### src/rtl/age_reservation_station_pkg.sv
// ============================================================================
// Package : ooo_types
// Brief   : Shared out-of-order core types used by the reservation station.
// Rev     : 1.0 - initial release
// ============================================================================
`default_nettype none

package ooo_types;

    localparam int PHYS_REG_BITS  = 6;
    localparam int ROB_IDX_BITS   = 6;
    localparam int OPCODE_BITS    = 8;
    localparam int NUM_WB_DEFAULT = 3;

    typedef struct packed {
        logic [ROB_IDX_BITS-1:0]  rob_idx;
        logic [OPCODE_BITS-1:0]   opcode;
        logic [PHYS_REG_BITS-1:0] prd;
        logic [PHYS_REG_BITS-1:0] prs1;
        logic [PHYS_REG_BITS-1:0] prs2;
    } renamed_instr_t;

    typedef struct packed {
        renamed_instr_t instr;
        logic           prs1_ready;
        logic           prs2_ready;
    } rs_entry_t;

endpackage

`default_nettype wire

### src/rtl/priority_decoder.sv
// ============================================================================
// Module : priority_decoder
// Brief  : One-hot grant of the lowest-index set request bit.
// Rev    : 1.0 - initial release
// ============================================================================
`default_nettype none

module priority_decoder #(
    parameter int WIDTH = 8
) (
    input  logic [WIDTH-1:0] req_i,
    output logic [WIDTH-1:0] gnt_o,
    output logic             found_o
);

    always_comb begin
        gnt_o   = '0;
        found_o = 1'b0;
        for (int i = 0; i < WIDTH; i++) begin
            if (req_i[i] && !found_o) begin
                gnt_o[i] = 1'b1;
                found_o  = 1'b1;
            end
        end
    end

endmodule

`default_nettype wire

### src/rtl/rs_age_matrix.sv
// ============================================================================
// Module : rs_age_matrix
// Brief  : Age matrix selecting the oldest eligible entry; only built when
//          RS_AGE_ISSUE_EN is defined.
// Rev    : 1.0 - initial release
// ============================================================================
`default_nettype none

`ifdef RS_AGE_ISSUE_EN
module rs_age_matrix #(
    parameter int RS_SIZE = 8
) (
    input  logic               clk,
    input  logic               rst_n,
    input  logic               alloc_en_i,
    input  logic [RS_SIZE-1:0] alloc_oh_i,
    input  logic [RS_SIZE-1:0] valid_i,
    input  logic [RS_SIZE-1:0] eligible_i,
    output logic [RS_SIZE-1:0] oldest_o
);

    // age_q[i][j] == 1 means entry i is older than entry j
    logic [RS_SIZE-1:0][RS_SIZE-1:0] age_q;
    logic [RS_SIZE-1:0][RS_SIZE-1:0] age_d;
    logic                            blocked;

    always_comb begin
        age_d = age_q;
        if (alloc_en_i) begin
            for (int i = 0; i < RS_SIZE; i++) begin
                if (alloc_oh_i[i]) begin
                    age_d[i] = '0;
                    for (int j = 0; j < RS_SIZE; j++) begin
                        age_d[j][i] = valid_i[j];
                    end
                end
            end
        end
    end

    always_ff @(posedge clk or negedge rst_n) begin
        if (!rst_n) begin
            age_q <= '0;
        end else begin
            age_q <= age_d;
        end
    end

    always_comb begin
        oldest_o = '0;
        blocked  = 1'b0;
        for (int i = 0; i < RS_SIZE; i++) begin
            blocked = 1'b0;
            for (int j = 0; j < RS_SIZE; j++) begin
                blocked = blocked | (eligible_i[j] & age_q[j][i]);
            end
            oldest_o[i] = eligible_i[i] & ~blocked;
        end
    end

endmodule
`endif

`default_nettype wire

### src/rtl/age_reservation_station.sv
// ============================================================================
// Module : age_reservation_station
// Brief  : Reservation station with wakeup bypass; issue order is oldest-first
//          when RS_AGE_ISSUE_EN is defined, lowest-index otherwise.
// Rev    : 1.0 - initial release
// ============================================================================
`default_nettype none

module age_reservation_station
    import ooo_types::*;
#(
    parameter int RS_SIZE = 8,
    parameter int NUM_WB  = NUM_WB_DEFAULT
) (
    input  logic                                  clk,
    input  logic                                  rst_n,
    input  logic                                  dispatch_valid,
    input  renamed_instr_t                        dispatch_instr,
    input  logic                                  prs1_ready_in,
    input  logic                                  prs2_ready_in,
    output logic                                  dispatch_ready,
    output logic                                  issue_valid,
    output rs_entry_t                             issue_entry,
    input  logic                                  eu_ready,
    input  logic [NUM_WB-1:0]                     wb_en,
    input  logic [NUM_WB-1:0][PHYS_REG_BITS-1:0]  wb_prd,
    input  logic                                  flush,
    output logic [$clog2(RS_SIZE):0]              count
);

    localparam int CNT_W = $clog2(RS_SIZE) + 1;

    logic [RS_SIZE-1:0] valid_q, valid_d;
    logic [RS_SIZE-1:0] rdy1_q, rdy1_d;
    logic [RS_SIZE-1:0] rdy2_q, rdy2_d;
    renamed_instr_t     instr_q [RS_SIZE];

    logic [RS_SIZE-1:0] free_slots;
    logic [RS_SIZE-1:0] alloc_oh;
    logic               alloc_found;
    logic [RS_SIZE-1:0] eligible;
    logic [RS_SIZE-1:0] issue_oh;
    logic [RS_SIZE-1:0] wake1, wake2;
    logic               disp_rdy1, disp_rdy2;
    logic               dispatch_fire;
    logic               issue_fire;

    // Free/full come from registered valid bits only, so a slot freed by
    // issue this cycle is not visible to dispatch until the next cycle.
    assign free_slots = ~valid_q;

    priority_decoder #(
        .WIDTH (RS_SIZE)
    ) u_free_sel (
        .req_i   (free_slots),
        .gnt_o   (alloc_oh),
        .found_o (alloc_found)
    );

    assign dispatch_ready = alloc_found;
    assign dispatch_fire  = dispatch_valid & dispatch_ready & ~flush;
    assign eligible       = valid_q & rdy1_q & rdy2_q;

    always_comb begin
        wake1     = '0;
        wake2     = '0;
        disp_rdy1 = prs1_ready_in;
        disp_rdy2 = prs2_ready_in;
        for (int k = 0; k < NUM_WB; k++) begin
            if (wb_en[k]) begin
                if (wb_prd[k] == dispatch_instr.prs1) disp_rdy1 = 1'b1;
                if (wb_prd[k] == dispatch_instr.prs2) disp_rdy2 = 1'b1;
                for (int i = 0; i < RS_SIZE; i++) begin
                    if (wb_prd[k] == instr_q[i].prs1) wake1[i] = 1'b1;
                    if (wb_prd[k] == instr_q[i].prs2) wake2[i] = 1'b1;
                end
            end
        end
    end

`ifdef RS_AGE_ISSUE_EN
    rs_age_matrix #(
        .RS_SIZE (RS_SIZE)
    ) u_age (
        .clk        (clk),
        .rst_n      (rst_n),
        .alloc_en_i (dispatch_fire),
        .alloc_oh_i (alloc_oh),
        .valid_i    (valid_q),
        .eligible_i (eligible),
        .oldest_o   (issue_oh)
    );

    assign issue_valid = |eligible;
`else
    logic issue_found;

    priority_decoder #(
        .WIDTH (RS_SIZE)
    ) u_issue_sel (
        .req_i   (eligible),
        .gnt_o   (issue_oh),
        .found_o (issue_found)
    );

    assign issue_valid = issue_found;
`endif

    assign issue_fire = issue_valid & eu_ready;

    always_comb begin
        issue_entry = '0;
        for (int i = 0; i < RS_SIZE; i++) begin
            if (issue_oh[i]) begin
                issue_entry.instr      = instr_q[i];
                issue_entry.prs1_ready = rdy1_q[i];
                issue_entry.prs2_ready = rdy2_q[i];
            end
        end
    end

    always_comb begin
        valid_d = valid_q;
        rdy1_d  = rdy1_q | wake1;
        rdy2_d  = rdy2_q | wake2;
        if (issue_fire) begin
            valid_d = valid_d & ~issue_oh;
        end
        for (int i = 0; i < RS_SIZE; i++) begin
            if (dispatch_fire && alloc_oh[i]) begin
                valid_d[i] = 1'b1;
                rdy1_d[i]  = disp_rdy1;
                rdy2_d[i]  = disp_rdy2;
            end
        end
        if (flush) begin
            valid_d = '0;
        end
        // Ready bits live only as long as their entry.
        rdy1_d = rdy1_d & valid_d;
        rdy2_d = rdy2_d & valid_d;
    end

    always_ff @(posedge clk or negedge rst_n) begin
        if (!rst_n) begin
            valid_q <= '0;
            rdy1_q  <= '0;
            rdy2_q  <= '0;
        end else begin
            valid_q <= valid_d;
            rdy1_q  <= rdy1_d;
            rdy2_q  <= rdy2_d;
        end
    end

    for (genvar g = 0; g < RS_SIZE; g++) begin : g_payload
        always_ff @(posedge clk) begin
            if (dispatch_fire && alloc_oh[g]) begin
                instr_q[g] <= dispatch_instr;
            end
        end
    end

    always_comb begin
        count = '0;
        for (int i = 0; i < RS_SIZE; i++) begin
            count = count + CNT_W'(valid_q[i]);
        end
    end

endmodule

`default_nettype wire
### config.mk
export PLATFORM = sky130hd
export DESIGN_NAME = age_reservation_station
export DESIGN_NICKNAME = d
export VERILOG_FILES = /design/src/rtl/age_reservation_station_pkg.sv /design/src/rtl/priority_decoder.sv /design/src/rtl/rs_age_matrix.sv /design/src/rtl/age_reservation_station.sv
export SDC_FILE = /design/constraint.sdc
export NUM_CORES = 1
export LEC_CHECK = 0
export ABC_CLOCK_PERIOD_IN_PS = 8900
export BUFFER_PORTS_ARGS = -buffer_cell sky130_fd_sc_hd__buf_2
export CORE_ASPECT_RATIO = 0.6
export CORE_MARGIN = 3
export CORE_UTILIZATION = 45
export DETAILED_ROUTE_END_ITERATION = 8
export HOLD_SLACK_MARGIN = 0.05
export PLACE_DENSITY_LB_ADDON = 0.12
export SYNTH_ARGS = -nofsm -noshare
export SYNTH_HDL_FRONTEND = slang
export SYNTH_HIERARCHICAL = 1
export SYNTH_SLANG_ARGS = --single-unit
### constraint.sdc
create_clock -name clk -period 8.9 [get_ports clk]
set_input_delay 1.335 -clock clk [delete_from_list [all_inputs] [get_ports clk]]
set_output_delay 1.335 -clock clk [all_outputs]
set_load 0.005 [all_outputs]
==> qor.yml, run 1 <==
status:
  status: "finished, final reports clean"
worst_setup_path:
  critPathRequiredTime_ns: 7.57
  ff2ff_path_depth: 8
  r2r_start: "valid_q[0]"
  worstSetupStartpointType: "register"
  cp.depth: 8
  path_max_fanout: 40
  crit_arrival_ns: 3.65
  worstSetupPathType: "reg -> out"
  r2r-end: "instr_q[1][81]"
  startpoint: "valid_q[0]"
  critPathSlowestCell: "and3b_2"
  crit_chain: "and3_1 -> nor4_4 -> and3b_2 -> buf_4 -> a21oi_1 -> a221oi_1 -> o31ai_1 -> buf_2"
  cp_top_family: "simple AND/OR/NAND/NOR gates"
  endpoint: "issue_entry[25]"
  crit_buf_inv: 2
  r2r_slack_ns: 5.68
  endpoint_kind: "output pin"
  cpPeakStageDelay_ns: 0.65
drt:
  first_iter_violations: 1009
  firstDrtPassIters: 5
  drt-vias-per-instance: 5.97
  wirelength_mm: 46.6
  route.detailed.drc: 0
  antenna_left: 0
  wl_per_cell_um: 25.9
  vias: 10773
pwr:
  leakagePower_nw: 5.76
  p_per_area_nw_per_um2: 163
  ir_drop_uv: 115
yosys:
  syn-cell-area_um2: 15500
  syn_nets: 1355
  post_synth_inst_count: 1288
  synth_warnings: 6
  synth_seq_cells: 280
  synth_area_leaders: "edfxtp_1 (50%), xnor2_1 (9.2%), xor2_1 (9.2%), dfrtp_1 (3.9%), o31ai_1 (3.2%)"
  async_flop_share_pct: 8.57
  synth_top_cell_by_area: "edfxtp_1"
  netlist.area_leader.share_pct: 49.7
  ys_seq_area_share_pct: 53.5
  synth_cell_types: 39
  synthTopCellsByCount: "edfxtp_1 (256), xnor2_1 (163), xor2_1 (162)"
  synth-edff-count: 256
  synth_flop_cell: "edfxtp_1"
  synth.avg_cell_area_um2: 12.0
  synth.most_common_cell: "edfxtp_1"
place:
  place.gp.congestion: 0.922
  dp_hpwl_mm: 29.4
  port_buffers: 99
global_routing:
  overflow: 0
  grt_use_total_pct: 25.3
  antenna_found_initial: 2
  grt_max_degree: 70
  grt_pass1_wl_mm: 69.2
  first_global_vias: 10374
timing:
  rsz0062_at_grt: "no"
  skew_ns: 0.00952
  hold_viol: 0
  hold_slack_ns: 0.622
  period_minus_slack_ns: 4.98
  setup_viol: 0
  tns_ns: 0
  max_freq_mhz: 201
  worst_pin_slew_ns: 1.25
  finalCritPeriodShare_pct: 56.0
  drv_slew: 0
  max_slew_margin_pct: 16.2
final_layout:
  multiInputGateArea_um2: 6430
  nets: 1398
  final_util_pct: 51.0
  fillers: 2913
  drive_above_1_share_pct: 13.1
  syn_to_final_growth_pct: 9.42
  final-seq-area_um2: 8290
floorplan:
  die_y_um: 150
  dieArea_um2: 36700
  rows: 51
  ios: 100
  initial_core_util_pct: 46.6
  die_w_um: 245
  core_area_um2: 33200
clocking:
  cts_tree: "yes"
  cts_made_buffers: 27
  htreeDepth: 1
  post_cts.repair.setup_buffers: 0
  postCtsResizedCells: 0
  root_buffer: "clkbuf_16"
  cts.sinks: 280
  clock_latency_ns: 0.55
  ctsHoldBuffers: 0
  cts_max_path_buffers: 3
  clk_pin_slew_worst_paths_ns: 0.06
min_path:
  hold_path.class: "reg -> reg"
run:
  cap_violations: 0
[report_power, final]
group          leakage, nW  total (mW)  internal [mW]  switching, mW
Sequential            2.65        1.47           1.45         0.0131
Clock                0.390        1.09          0.588          0.504
Combinational         2.72       0.205         0.0680          0.137
Total                 5.76        2.76           2.11          0.654
[sequential cells by signal, indices dropped and copies added, names as in the netlist]
name and cells:
valid_q 8, instr_q 256, rdy2_q 8, rdy1_q 8
[worst min path at each step]
| stage | startpoint | endpoint | slack [ns] | cells past startpoint |
|---|---|---|---|---|
| 2_1_floorplan | rdy2_q[7] | rdy2_q[7] | 0.52 | 2 |
| 3_3_place_gp | rdy2_q[0] | rdy2_q[0] | 0.56 | 2 |
| 3_5_place_dp | rdy1_q[1] | rdy1_q[1] | 0.61 | 2 |
| 4_1_cts | rdy1_q[1] | rdy1_q[1] | 0.62 | 2 |
| 5_1_grt | rdy1_q[1] | rdy1_q[1] | 0.66 | 2 |
| 6_report | rdy1_q[1] | rdy1_q[1] | 0.62 | 2 |
[layer usage]
metal | routed length (um) | global-route usage, %
met5 | 0 | 0
met4 | 1010 | 5.63
met3 | 4940 | 8.81
met2 | 18300 | 34.7
met1 | 22400 | 38.2
[layout make-up]
class | instances | area share [%]
sequential | 280 | 48.9
multi-input combinational | 849 | 38.0
clock buffer | 33 | 4.12
timing repair buffer | 115 | 3.64
tap | 450 | 3.32
inverter | 58 | 1.29
clock inverter | 16 | 0.665
antenna | 3 | 0.0443
[per-stage QoR]
step	total power, mW	worst slack [ns]	cell area [um^2]	std cells
detailed placement	1.69	4.55	16100	1752
floorplan	1.62	4.88	15500	1288
CTS	2.78	3.92	16900	1801
global placement	1.69	4.60	16100	1752
finish	2.76	3.92	16900	1804
global route	2.85	3.72	16900	1803
[logic make-up after synthesis]
| logic type | synth area share (%) |
|---|---|
| buffers and inverters | 5.04 |
| AO/OA/AOI/OAI | 11.1 |
| flip-flops | 53.5 |
| adder cells (fa/ha/maj) | 0.760 |
| XOR/XNOR | 18.4 |
| AND/OR/NAND/NOR | 11.2 |
[cells in the final DEF (no fill, tap or decap), drive strengths merged, types with 9 or more instances in the layout]
| master | count |
|---|---|
| o22ai | 16 |
| and3 | 9 |
| dfrtp | 24 |
| buf | 115 |
| nand2 | 51 |
| edfxtp | 256 |
| clkinv | 11 |
| xor2 | 162 |
| clkbuf | 33 |
| xnor2 | 163 |
| a221oi | 67 |
| a21oi | 71 |
| nand4 | 54 |
| inv | 60 |
| nor2b | 71 |
| nor4 | 74 |
| o31ai | 67 |
[worst reg2reg max path: cells and delay by family, from the launching register on]
family                 cells  cell delay, ns
buffers and inverters      3            1.48
and+or+nand+nor            5            0.99
DFF                        1            0.41
Power figures use the tool's default switching activity.
==> inputs of run 2 (changes only) <==
Settings changed: ABC_CLOCK_PERIOD_IN_PS 8900 to 4700.
Clock period 8.9 ns to 4.7 ns, I/O delays scaled along.
==> qor.yml, run 2 (same netlist as run 1, synthesis figures left out) <==
timing:
  hold_slack_ns: 0.133
  tns_ns: 0
  skew_ns: 0.0175
  finalCritPeriodShare_pct: 88.2
  max_slew_margin_pct: 21.2
  setup_viol: 0
  rsz0062_at_grt: "no"
  max_freq_mhz: 241
  drv_slew: 0
  period_minus_slack_ns: 4.14
  worst_pin_slew_ns: 1.17
  hold_viol: 0
worst_setup_path:
  endpoint_kind: "output pin"
  worstSetupStartpointType: "register"
  path_max_fanout: 38
  cpPeakStageDelay_ns: 0.78
  crit_arrival_ns: 3.44
  r2r_slack_ns: 1.70
  crit_chain: "and3_1 -> nor4_4 -> and3b_2 -> buf_4 -> a21oi_1 -> a221oi_1 -> o31ai_1 -> buf_2"
  worstSetupPathType: "reg -> out"
  critPathRequiredTime_ns: 3.99
  critPathSlowestCell: "and3b_2"
min_path:
  hold_path.class: "in -> async"
pwr:
  swShare_pct: 23.1
  p_per_area_nw_per_um2: 317
  comb_power_share_pct: 7.2
  seq_power_share_pct: 51.1
  p_sw_mw: 1.25
  power.share.clock_pct: 41.8
  p_int_mw: 4.18
  ir_drop_uv: 261
  leakagePower_nw: 5.85
place:
  dp_hpwl_mm: 29.2
  port_buffers: 99
  place.gp.congestion: 0.892
floorplan:
  core_area_um2: 33200
  initial_core_util_pct: 46.6
  die_y_um: 150
  dieArea_um2: 36700
  die_w_um: 245
  rows: 51
  ios: 100
global_routing:
  grt_pass1_wl_mm: 68.2
  overflow: 0
  antenna_found_initial: 0
  first_global_vias: 10205
  grt_use_total_pct: 24.9
  grt_max_degree: 67
clocking:
  cts_max_path_buffers: 3
  post_cts.repair.setup_buffers: 0
  cts.sinks: 280
  htreeDepth: 1
  clock_latency_ns: 0.55
  cts_made_buffers: 28
  ctsHoldBuffers: 0
  clk_pin_slew_worst_paths_ns: 0.07
  root_buffer: "clkbuf_16"
  postCtsResizedCells: 0
  cts_tree: "yes"
final_layout:
  final-seq-area_um2: 8290
  final_util_pct: 51.7
  largest_reg_flops: 256
  final_common_cell: "edfxtp_1"
  nets: 1405
  regMostFlops: "instr_q"
  drive_above_1_share_pct: 13.8
  multiInputGateArea_um2: 6430
  final_cell_mix: "edfxtp_1 (256), xnor2_1 (163), xor2_1 (162)"
  fillers: 2927
  syn_to_final_growth_pct: 10.8
drt:
  wirelength_mm: 45.8
  wl_per_cell_um: 25.3
  antenna_left: 0
  first_iter_violations: 1161
  route.detailed.drc: 0
  drt-vias-per-instance: 5.92
  firstDrtPassIters: 7
  vias: 10714
run:
  cap_violations: 0
status:
  status: "finished, final reports clean"
-- run 2: cell count changes in the layout (fill, tap and decap cells not counted) --
cell / before / now
buf_12: 0 / 6
diode_2: 3 / 1
clkinv_4: 1 / 2
inv_6: 2 / 0
clkbuf_16: 27 / 29
clkinv_1: 7 / 3
clkinvlp_4: 2 / 3
inv_8: 0 / 1
bufinv_16: 1 / 3
-- run 2: layout make-up --
cell class / instances / share of cell area [%]
Antenna cell: 1 / 0.0146
Clock buffer: 35 / 4.36
Clock inverter: 15 / 0.977
Inverter: 58 / 1.27
Multi-Input combinational cell: 849 / 37.5
Sequential cell: 280 / 48.3
Tap cell: 450 / 3.28
Timing Repair Buffer: 121 / 4.29
-- run 2: power groups by stage --
stage	combinational [mW]	sequential [mW]	clock, mW
2_1_floorplan	0.247	2.82	0
4_1_cts	0.383	2.77	2.30
3_5_place_dp	0.382	2.82	0
6_report	0.388	2.77	2.27
5_1_grt	0.417	2.77	2.41
3_3_place_gp	0.377	2.82	0
-- run 2: layer usage --
| layer | vias to the layer above | GRT usage (%) | part of all wire, % | routed length [um] |
|---|---|---|---|---|
| met5 | - | 0 | 0 | 0 |
| met4 | 0 | 4.63 | 1.5 | 699 |
| met3 | 50 | 6.45 | 9.5 | 4340 |
| met2 | 461 | 34.9 | 41 | 18900 |
| met1 | 5345 | 38.7 | 48 | 21800 |
| li1 | 4858 | - | - | - |
-- run 2: critical path, delay by kind of cell (launching register included) --
kind	cells	cell delay (ns)
DFF	1	0.41
AOI/OAI and AO/OA	3	0.48
buffers and inverters	2	0.47
and+or+nand+nor	3	1.50
-- run 2: worst paths after layout --
check	from	endpoint	depth (start not counted)
max	valid_q[0]	issue_entry[28]	8
min in group clk	dispatch_instr[22]	instr_q[1][86]	1
max in group asynchronous	rst_n	valid_q[6]	1
min	rst_n	valid_q[4]	1
min reg2reg	rdy2_q[5]	rdy2_q[5]	2
max reg2reg	valid_q[0]	instr_q[1][79]	8
-- run 2: through the flow --
stage	cell area, um^2	total power [mW]	cells	setup slack, ns
after floorplan	15500	3.07	1288	1.31
after global placement	16200	3.20	1758	1.14
after detailed placement	16200	3.21	1758	1.12
after CTS	17200	5.45	1808	0.517
after global routing	17200	5.60	1808	0.267
final	17200	5.43	1809	0.555
